**src/rtl/status_link_pkg.sv**
```systemverilog
// Shared definitions for the serial status/command link.
// Holds the frame geometry, the reporter FSM state type and a frame builder
// used by status_reporter (and by the serializer/deserializer pair).
package status_link_pkg;

    localparam int unsigned ADDR_W  = 5;
    localparam int unsigned FRAME_W = ADDR_W + 1;

    typedef enum logic [1:0] {
        IDLE,
        SHIFT,
        GAP
    } srep_state_t;

    typedef logic [FRAME_W-1:0] frame_t;

    // Frame layout: address in the upper bits, state/command in the LSB.
    function automatic frame_t make_frame(input logic [ADDR_W-1:0] addr,
                                          input logic              state);
        return {addr, state};
    endfunction

endpackage

```
**src/rtl/rr_pick.sv**
```systemverilog
// Round-robin picker: finds the first set request at or above ptr_i, with wrap.
// Ports:
//   req_i     - request vector, one bit per index
//   ptr_i     - search start index (0..N-1)
//   gnt_idx_o - granted index (valid only when gnt_val_o is high)
//   gnt_val_o - at least one request is set
// Purely combinational.
module rr_pick #(
    parameter int unsigned N     = 18,
    parameter int unsigned IDX_W = (N > 1) ? $clog2(N) : 1
) (
    input  logic [N-1:0]     req_i,
    input  logic [IDX_W-1:0] ptr_i,
    output logic [IDX_W-1:0] gnt_idx_o,
    output logic             gnt_val_o
);

    logic [N-1:0]     rot;
    logic [IDX_W-1:0] off;
    logic [IDX_W:0]   sum;

    // Rotate so ptr_i sits at bit 0, pick the lowest set bit, rotate back.
    always_comb begin
        rot = '0;
        off = '0;
        for (int unsigned i = 0; i < N; i++) begin
            rot[i] = req_i[IDX_W'((i + 32'(ptr_i) >= N) ? (i + 32'(ptr_i) - N)
                                                        : (i + 32'(ptr_i)))];
        end
        for (int i = int'(N) - 1; i >= 0; i--) begin
            if (rot[i]) begin
                off = IDX_W'(i);
            end
        end
        sum = {1'b0, ptr_i} + {1'b0, off};
        if (sum >= (IDX_W + 1)'(N)) begin
            sum = sum - (IDX_W + 1)'(N);
        end
        gnt_idx_o = sum[IDX_W-1:0];
        gnt_val_o = |req_i;
    end

endmodule

```
**src/rtl/status_reporter.sv**
```systemverilog
// Return-path transmitter: reports per-object status changes (or a full dump
// on request) as {address, state} serial frames, MSB first, framed by busy_o.
// Ports:
//   clk_i        - system clock
//   rst_i        - synchronous active-low reset
//   status_i     - object status, bit k belongs to address k+1
//   report_req_i - one-cycle pulse, queue a report for every object
//   ser_data_o   - serial frame data (registered)
//   busy_o       - high for FRAME_W cycles per frame (registered)
//   pending_o    - a report is queued or a frame is in flight (flop-derived)
module status_reporter
    import status_link_pkg::*;
#(
    parameter int unsigned OBJ_CNT = 18
) (
    input  logic               clk_i,
    input  logic               rst_i,
    input  logic [OBJ_CNT-1:0] status_i,
    input  logic               report_req_i,
    output logic               ser_data_o,
    output logic               busy_o,
    output logic               pending_o
);

    localparam int unsigned IDX_W = (OBJ_CNT > 1) ? $clog2(OBJ_CNT) : 1;
    localparam int unsigned CNT_W = $clog2(FRAME_W);

    srep_state_t        state_q, state_d;
    logic [OBJ_CNT-1:0] snap_q;
    logic [OBJ_CNT-1:0] pend_q, pend_d;
    logic [IDX_W-1:0]   ptr_q, ptr_d;
    frame_t             shreg_q, shreg_d;
    logic [CNT_W-1:0]   cnt_q, cnt_d;
    logic               busy_q, busy_d;
    logic               ser_q, ser_d;

    logic [IDX_W-1:0]   pick_idx;
    logic               pick_val;
    frame_t             load_frame;

    rr_pick #(
        .N     (OBJ_CNT),
        .IDX_W (IDX_W)
    ) u_pick (
        .req_i     (pend_q),
        .ptr_i     (ptr_q),
        .gnt_idx_o (pick_idx),
        .gnt_val_o (pick_val)
    );

    // Next-state and output logic.
    always_comb begin
        state_d    = state_q;
        ptr_d      = ptr_q;
        shreg_d    = shreg_q;
        cnt_d      = cnt_q;
        busy_d     = busy_q;
        ser_d      = ser_q;
        pend_d     = pend_q | (status_i ^ snap_q);
        if (report_req_i) begin
            pend_d = '1;
        end
        load_frame = make_frame(ADDR_W'(pick_idx) + ADDR_W'(1), status_i[pick_idx]);

        unique case (state_q)
            // The gap cycle doubles as a load slot so back-to-back frames run
            // at FRAME_W+1 cycles while still leaving one low busy cycle.
            IDLE, GAP: begin
                busy_d  = 1'b0;
                ser_d   = 1'b0;
                state_d = IDLE;
                if (pick_val) begin
                    shreg_d          = load_frame;
                    busy_d           = 1'b1;
                    ser_d            = load_frame[FRAME_W-1];
                    pend_d[pick_idx] = 1'b0;  // clear beats a same-edge change
                    ptr_d            = (pick_idx == IDX_W'(OBJ_CNT - 1)) ? '0
                                                                         : pick_idx + IDX_W'(1);
                    cnt_d            = CNT_W'(FRAME_W - 1);
                    state_d          = SHIFT;
                end
            end
            SHIFT: begin
                if (cnt_q != '0) begin
                    shreg_d = {shreg_q[FRAME_W-2:0], 1'b0};
                    ser_d   = shreg_q[FRAME_W-2];
                    cnt_d   = cnt_q - CNT_W'(1);
                end else begin
                    busy_d  = 1'b0;
                    ser_d   = 1'b0;
                    state_d = GAP;
                end
            end
            default: begin
                state_d = IDLE;
            end
        endcase
    end

    // State register; snap tracks status_i every edge, including reset.
    always_ff @(posedge clk_i) begin
        if (!rst_i) begin
            state_q <= IDLE;
            snap_q  <= status_i;
            pend_q  <= '0;
            ptr_q   <= '0;
            shreg_q <= '0;
            cnt_q   <= '0;
            busy_q  <= 1'b0;
            ser_q   <= 1'b0;
        end else begin
            state_q <= state_d;
            snap_q  <= status_i;
            pend_q  <= pend_d;
            ptr_q   <= ptr_d;
            shreg_q <= shreg_d;
            cnt_q   <= cnt_d;
            busy_q  <= busy_d;
            ser_q   <= ser_d;
        end
    end

    assign ser_data_o = ser_q;
    assign busy_o     = busy_q;
    assign pending_o  = (|pend_q) || (state_q != IDLE);

endmodule
```
**config.mk**
```make
export PLATFORM = sky130hd
export DESIGN_NAME = status_reporter
export DESIGN_NICKNAME = d
export VERILOG_FILES = /design/src/rtl/status_link_pkg.sv /design/src/rtl/rr_pick.sv /design/src/rtl/status_reporter.sv
export SDC_FILE = /design/constraint.sdc
export NUM_CORES = 1
export LEC_CHECK = 0
export CORE_AREA = 2 2 163 165
export DETAILED_ROUTE_END_ITERATION = 12
export DIE_AREA = 0 0 165 167
export HOLD_SLACK_MARGIN = 0.06
export PLACE_DENSITY_LB_ADDON = 0.05
export SLEW_MARGIN = 25
export SYNTH_ARGS = -nofsm -noshare
export SYNTH_HDL_FRONTEND = slang
export SYNTH_SLANG_ARGS = --single-unit
```
**constraint.sdc**
```tcl
create_clock -name clk_i -period 9.85 [get_ports clk_i]
set_input_delay 1.97 -clock clk_i [delete_from_list [all_inputs] [get_ports clk_i]]
set_output_delay 1.97 -clock clk_i [all_outputs]
set_load 0.03 [all_outputs]
```
# After elaboration in Yosys (flattened, before gate mapping)
# Cells that the tools add are included.
# word_totals
regBits	53
output_inout_bits	3
# classes
add_sub_neg	39
n_lt_le_gt_ge	39
eq_ne	6
muxes	96
n_bitwise	4
reduce_logical	11
# op_table
cell	n
$mux W5	40
$lt A5 B6 Y1 const B	19
$ge A6 B5 Y1 const B	18
$bmux W1 S5	19
$sub A5 B5 Y5 const B	19
$mux W18	3
$add A4 B5 Y6 const A	8
$mux W1	25
$add A3 B5 Y6 const A	4
$and A18 B18 Y18	1
$not A18 Y18	1
$or A18 B18 Y18	1
$reduce_or A18 Y1	1
$xor A18 B18 Y18	1
$add A2 B5 Y6 const A	2
$add A5 B5 Y6 const A	2
$pmux W5 S2	1
$add A1 B5 Y6 const A	1
$add A5 B5 Y6	1
$mux W3	2
$ne A2 B2 Y1 const B	3
$pmux W3 S2	1
$add A5 B1 Y5 const B	1
$demux W1 S5	1
17 further kinds	20

# Longest topological paths before layout
# logic_depth
word_depth	34
ltp_mapped	32
mapped_depth_nobuf	26

# Hierarchy
# A second synthesis with hierarchy kept.
# hier_totals
hier_cells	1122
area_unflattened_um2	8499.4
# by_module_without_submodules
module	instances	cells_per_inst	area_each_um2	seq_area_each_um2
rr_pick	1	890	6266.0	0.0
status_reporter	1	232	2233.4	1061.0

# Worst setup path after synthesis
# OpenSTA, ideal clock, no wires.
# synth_path
path_type	reg-to-reg
start	register ptr_q[1]
end	register ptr_q[4]
arrival_ns	7.030
required_ns	9.722
slack_ns	2.692
stages_incl_launch_ff	31
path_buffers	6
cell_sequence	dfxtp_1 > buf_4 > clkinv_1 > ha_1 > clkbuf_1 > inv_1 > clkbuf_1 > clkbuf_1 > ha_1 > buf_1 > o21ai_0 > a2bb2oi_1 > a2111oi_0 > o41ai_1 > a21oi_1 > or2_2 > a32o_1 > ha_1 > fa_1 > a21o_1 > a21oi_1 > xnor2_1 > o21ai_0 > a21oi_1 > a31oi_1 > inv_1 > ha_1 > buf_1 > and3_1 > o221ai_1 > a21boi_0
# synth_between
elab_chain_cells	28
# synth_rtl
item	line	source
start, declared	status_reporter.sv:31	logic [IDX_W-1:0] ptr_q, ptr_d;
start signal, assigned	status_reporter.sv:115	ptr_q <= ptr_d;
$add A5 B5 Y6	rr_pick.sv:27	rot[i] = req_i[IDX_W'((i + 32'(ptr_i) >= N) ? (i + 32'(ptr_i) - N)
$sub A5 B5 Y5 or $ge A6 B5 Y1 (tied branches)	rr_pick.sv:27	
$mux W5	rr_pick.sv:27	
$bmux W1 S5	rr_pick.sv:27	
$mux W1	rr_pick.sv:27	
$mux W5 (18 in series)	rr_pick.sv:31	if (rot[i]) begin
$add A5 B5 Y6 *	rr_pick.sv:35	sum = {1'b0, ptr_i} + {1'b0, off};
$sub A5 B5 Y5 or $ge A6 B5 Y1 (tied branches)	rr_pick.sv:37, rr_pick.sv:36	
$mux W5 *	rr_pick.sv:36	if (sum >= (IDX_W + 1)'(N)) begin
$add A5 B1 Y5 or $eq A5 B5 Y1 (tied branches)	status_reporter.sv:78, status_reporter.sv:77	
$mux W5 *	status_reporter.sv:77	ptr_d = (pick_idx == IDX_W'(OBJ_CNT - 1)) ? '0
# Mark *: on every way between the ends. The rest lies on a longest branch, timed or not. The select of a mux whose other input is x is not followed.
# A chain may end at the register's enable or synchronous reset.

# Worst setup path in the final report
# layout_path
start	register ptr_q[2]
end	register ptr_q[2]
# Same word-level chain as after synthesis.

==> impl_metrics.env <==
export IMPL_place_hpwl_mm=25.1
export IMPL_clock_skew_ns=0.00571
export IMPL_seq_area_frac_synth_pct=12.0
export IMPL_antenna_cells=0
export IMPL_postCtsHoldBufs=0
export IMPL_fin_tns_setup_ns=0
export IMPL_clockRootBuffer="clkbuf_16"
export IMPL_cts_buffers=5
export IMPL_drtIter0Drc=806
export IMPL_synth_nets=1221
export IMPL_hp_class="flop to flop"
export IMPL_layout_common_cells="98 x nand2_1, 79 x nor2_1, 78 x a21oi_1, 56 x mux2i_1"
export IMPL_async_flop_share_pct=0
export IMPL_clk_pin_slew_ns=0.07
export IMPL_grt_usage_pct=24.7
export IMPL_grt_pass1_wl_mm=53.3
export IMPL_drive_gt1_share_pct=10.5
export IMPL_regArea_um2=1060
export IMPL_wire_per_inst_um=23.5
export IMPL_endpoint_kind="flop"
export IMPL_required_ns=10.07
export IMPL_postRouteAntennaNets=0
export IMPL_rows=59
export IMPL_grt_pass1_vias=8741
export IMPL_start_util_pct=34.5
export IMPL_syn_instance_count=1156
export IMPL_dieArea_um2=27600
export IMPL_die_height_um=167
export IMPL_critPathSlowestCell="xnor2_1"
export IMPL_routed_wl_mm=34.4
export IMPL_synth_edf_count=0
export IMPL_design_portCount=24
export IMPL_cts_resized=0
export IMPL_antenna_found_initial=1
export IMPL_cts_tree="yes"
export IMPL_path_max_fanout=13
export IMPL_port_buffer_count=23
export IMPL_hold_violations=0
export IMPL_finalCritPeriodShare_pct=77.2
export IMPL_worstMarginPinSlew_ns=1.08
export IMPL_clk_latency_ns=0.30
export IMPL_max_slew_margin_pct=26.0
export IMPL_setup_violations=0
export IMPL_p_leak_nw=3.59
export IMPL_drt_pass1_iter_count=7
export IMPL_syn_area_um2=8880
export IMPL_synth_seq_cells=53
export IMPL_synth_ff_type="dfxtp_1"
export IMPL_multi_input_area_um2=7370
export IMPL_cp_arrival_ns=7.82
export IMPL_rsz0062_at_grt="false"
export IMPL_cpLargestDelayFamily="compound AO/OA/AOI/OAI gates"
export IMPL_whs_ns=0.464
export IMPL_ir_worst_vdd_mv=0.197
export IMPL_place_congestion=0.922
export IMPL_slowest_delay_ns=0.76
export IMPL_status="completed"
export IMPL_ys_warn_count=0
export IMPL_design_core_area_um2=25800
export IMPL_fin_nets=1194
export IMPL_synth_cell_types=98
export IMPL_layout_area_overhead_vs_synth_pct=6.92
export IMPL_avgSynthCellArea_um2=7.68
export IMPL_cts_setup_buffers=0
export IMPL_drcViolationCount=0
export IMPL_fmax_mhz=132
export IMPL_final_common_cell="nand2_1"
export IMPL_cts_sinks=53
export IMPL_crit_type="flop to flop"
export IMPL_critPathLaunchType="flop"
export IMPL_grt_max_degree=59
export IMPL_cts_buffer_depth=2
export IMPL_grt_overflow_total=0
export IMPL_nFillCells=2680
export IMPL_die_x_um=165
export IMPL_avgViaCountPerCell=6.38
export IMPL_vias=9346
export IMPL_htreeDepth=2
export IMPL_p_per_area_nw_per_um2=388
export IMPL_path_buf_inv=2
export IMPL_finalMaxSlewViolations=0
export IMPL_cap_violations=0
export IMPL_post_route_min_period_ns=7.60
-- sequential cells by signal, summed over array words and instances, names as in the netlist --
signal,flops
state_q,2
busy_o,1
cnt_q,3
snap_q,18
pend_q,18
shreg_q,5
ser_data_o,1
ptr_q,5
-- report_power, final --
group          internal, mW  switching, mW
registers             0.259         0.0847
logic                  1.21           1.93
clock network         0.121         0.0802
-- final timing paths --
| path | from | endpoint | slack [ns] | cells after the start |
|---|---|---|---|---|
| worst min-delay path | shreg_q[4] | shreg_q[4] | 0.46 | 2 |
| worst max-delay path | ptr_q[2] | ptr_q[2] | 2.25 | 25 |
| worst max register to register | ptr_q[2] | ptr_q[2] | 2.25 | 25 |
| worst min register to register | shreg_q[4] | shreg_q[4] | 0.46 | 2 |
-- cell usage after synthesis (all sizes together) (7+ instances only) --
cell	instances	area share, %
nand2	98	4.1
a21oi	81	4.7
nor2	80	3.4
mux2i	58	6.6
dfxtp	53	12
o21ai	53	3.0
clkbuf	43	1.8
ha	43	6.1
a31oi	40	3.0
nand3	37	2.1
buf	34	2.3
xnor2	33	3.4
nor3	31	1.8
o31ai	30	2.5
mux2	27	3.4
xor2	26	2.6
o211ai	24	2.1
inv	23	0.97
mux4	22	5.6
nor2b	22	1.6
nand2b	19	1.3
a21o	18	1.5
a21boi	15	1.4
a211o	12	1.2
and3	12	0.90
a211oi	11	0.93
nor4	11	1.0
a32oi	10	0.99
and2	10	0.70
o22ai	10	0.70
o311ai	10	0.99
o221ai	9	0.89
or2	9	0.63
a22oi	8	0.68
nand4	8	0.56
a311oi	7	0.69
a31o	7	0.69
o21a	7	0.61
-- worst reg2reg max path: stages, from the launching register on --
cell      delay, ns
dfxtp_1        0.74
inv_1          0.44
ha_1           0.46
a21boi_0       0.24
xnor2_1        0.76
a21oi_1        0.17
xnor2_1        0.46
mux2i_1        0.14
o211ai_1       0.19
a32oi_1        0.20
nand2b_1       0.24
a311o_1        0.35
a32o_1         0.24
ha_1           0.21
fa_1           0.40
a21o_1         0.17
a21oi_1        0.24
xnor2_1        0.15
o21ai_0        0.10
a21oi_1        0.10
a31oi_2        0.49
inv_1          0.17
ha_1           0.33
xnor2_1        0.27
nand3_1        0.11
a21oi_1        0.16
-- per-stage QoR --
| step | power, mW | worst slack [ns] | instances | area [um^2] | util [%] |
|---|---|---|---|---|---|
| after floorplan | 2.57 | 2.69 | 1156 | 8880 | - |
| after global placement | 3.47 | 2.15 | 1457 | 9320 | 36.2 |
| after detailed placement | 3.44 | 2.12 | 1457 | 9320 | 36.2 |
| after CTS | 3.65 | 2.08 | 1465 | 9490 | 36.8 |
| after global routing | 3.97 | 1.69 | 1465 | 9490 | 36.8 |
| final | 3.68 | 2.25 | 1465 | 9490 | 36.8 |
-- area by class of cell --
type                    count  area share [%]
multi-input cells         999            77.6
flip-flops and latches     53            11.2
well taps                 335            4.42
repair buffers             43            3.95
clock buffers               6            1.36
inverters                  27            1.07
clock inverters             2           0.409
-- metal layers --
layer	GRT usage (%)	share of wire [%]
met1	33.9	44
met2	42.2	49
met3	1.64	5.2
met4	5.60	2.1
met5	0	0
-- logic make-up after synthesis --
logic type / Yosys count / synth area share [%]
muxes: 107 / 15.6
AOI/OAI and AO/OA: 427 / 34.5
xor gates and xnor gates: 59 / 5.99
and+or+nand+nor: 362 / 20.5
DFF: 53 / 12.0
adders and majority gates: 44 / 6.29
buffers and inverters: 104 / 5.26
Power figures use the tool's default switching activity.
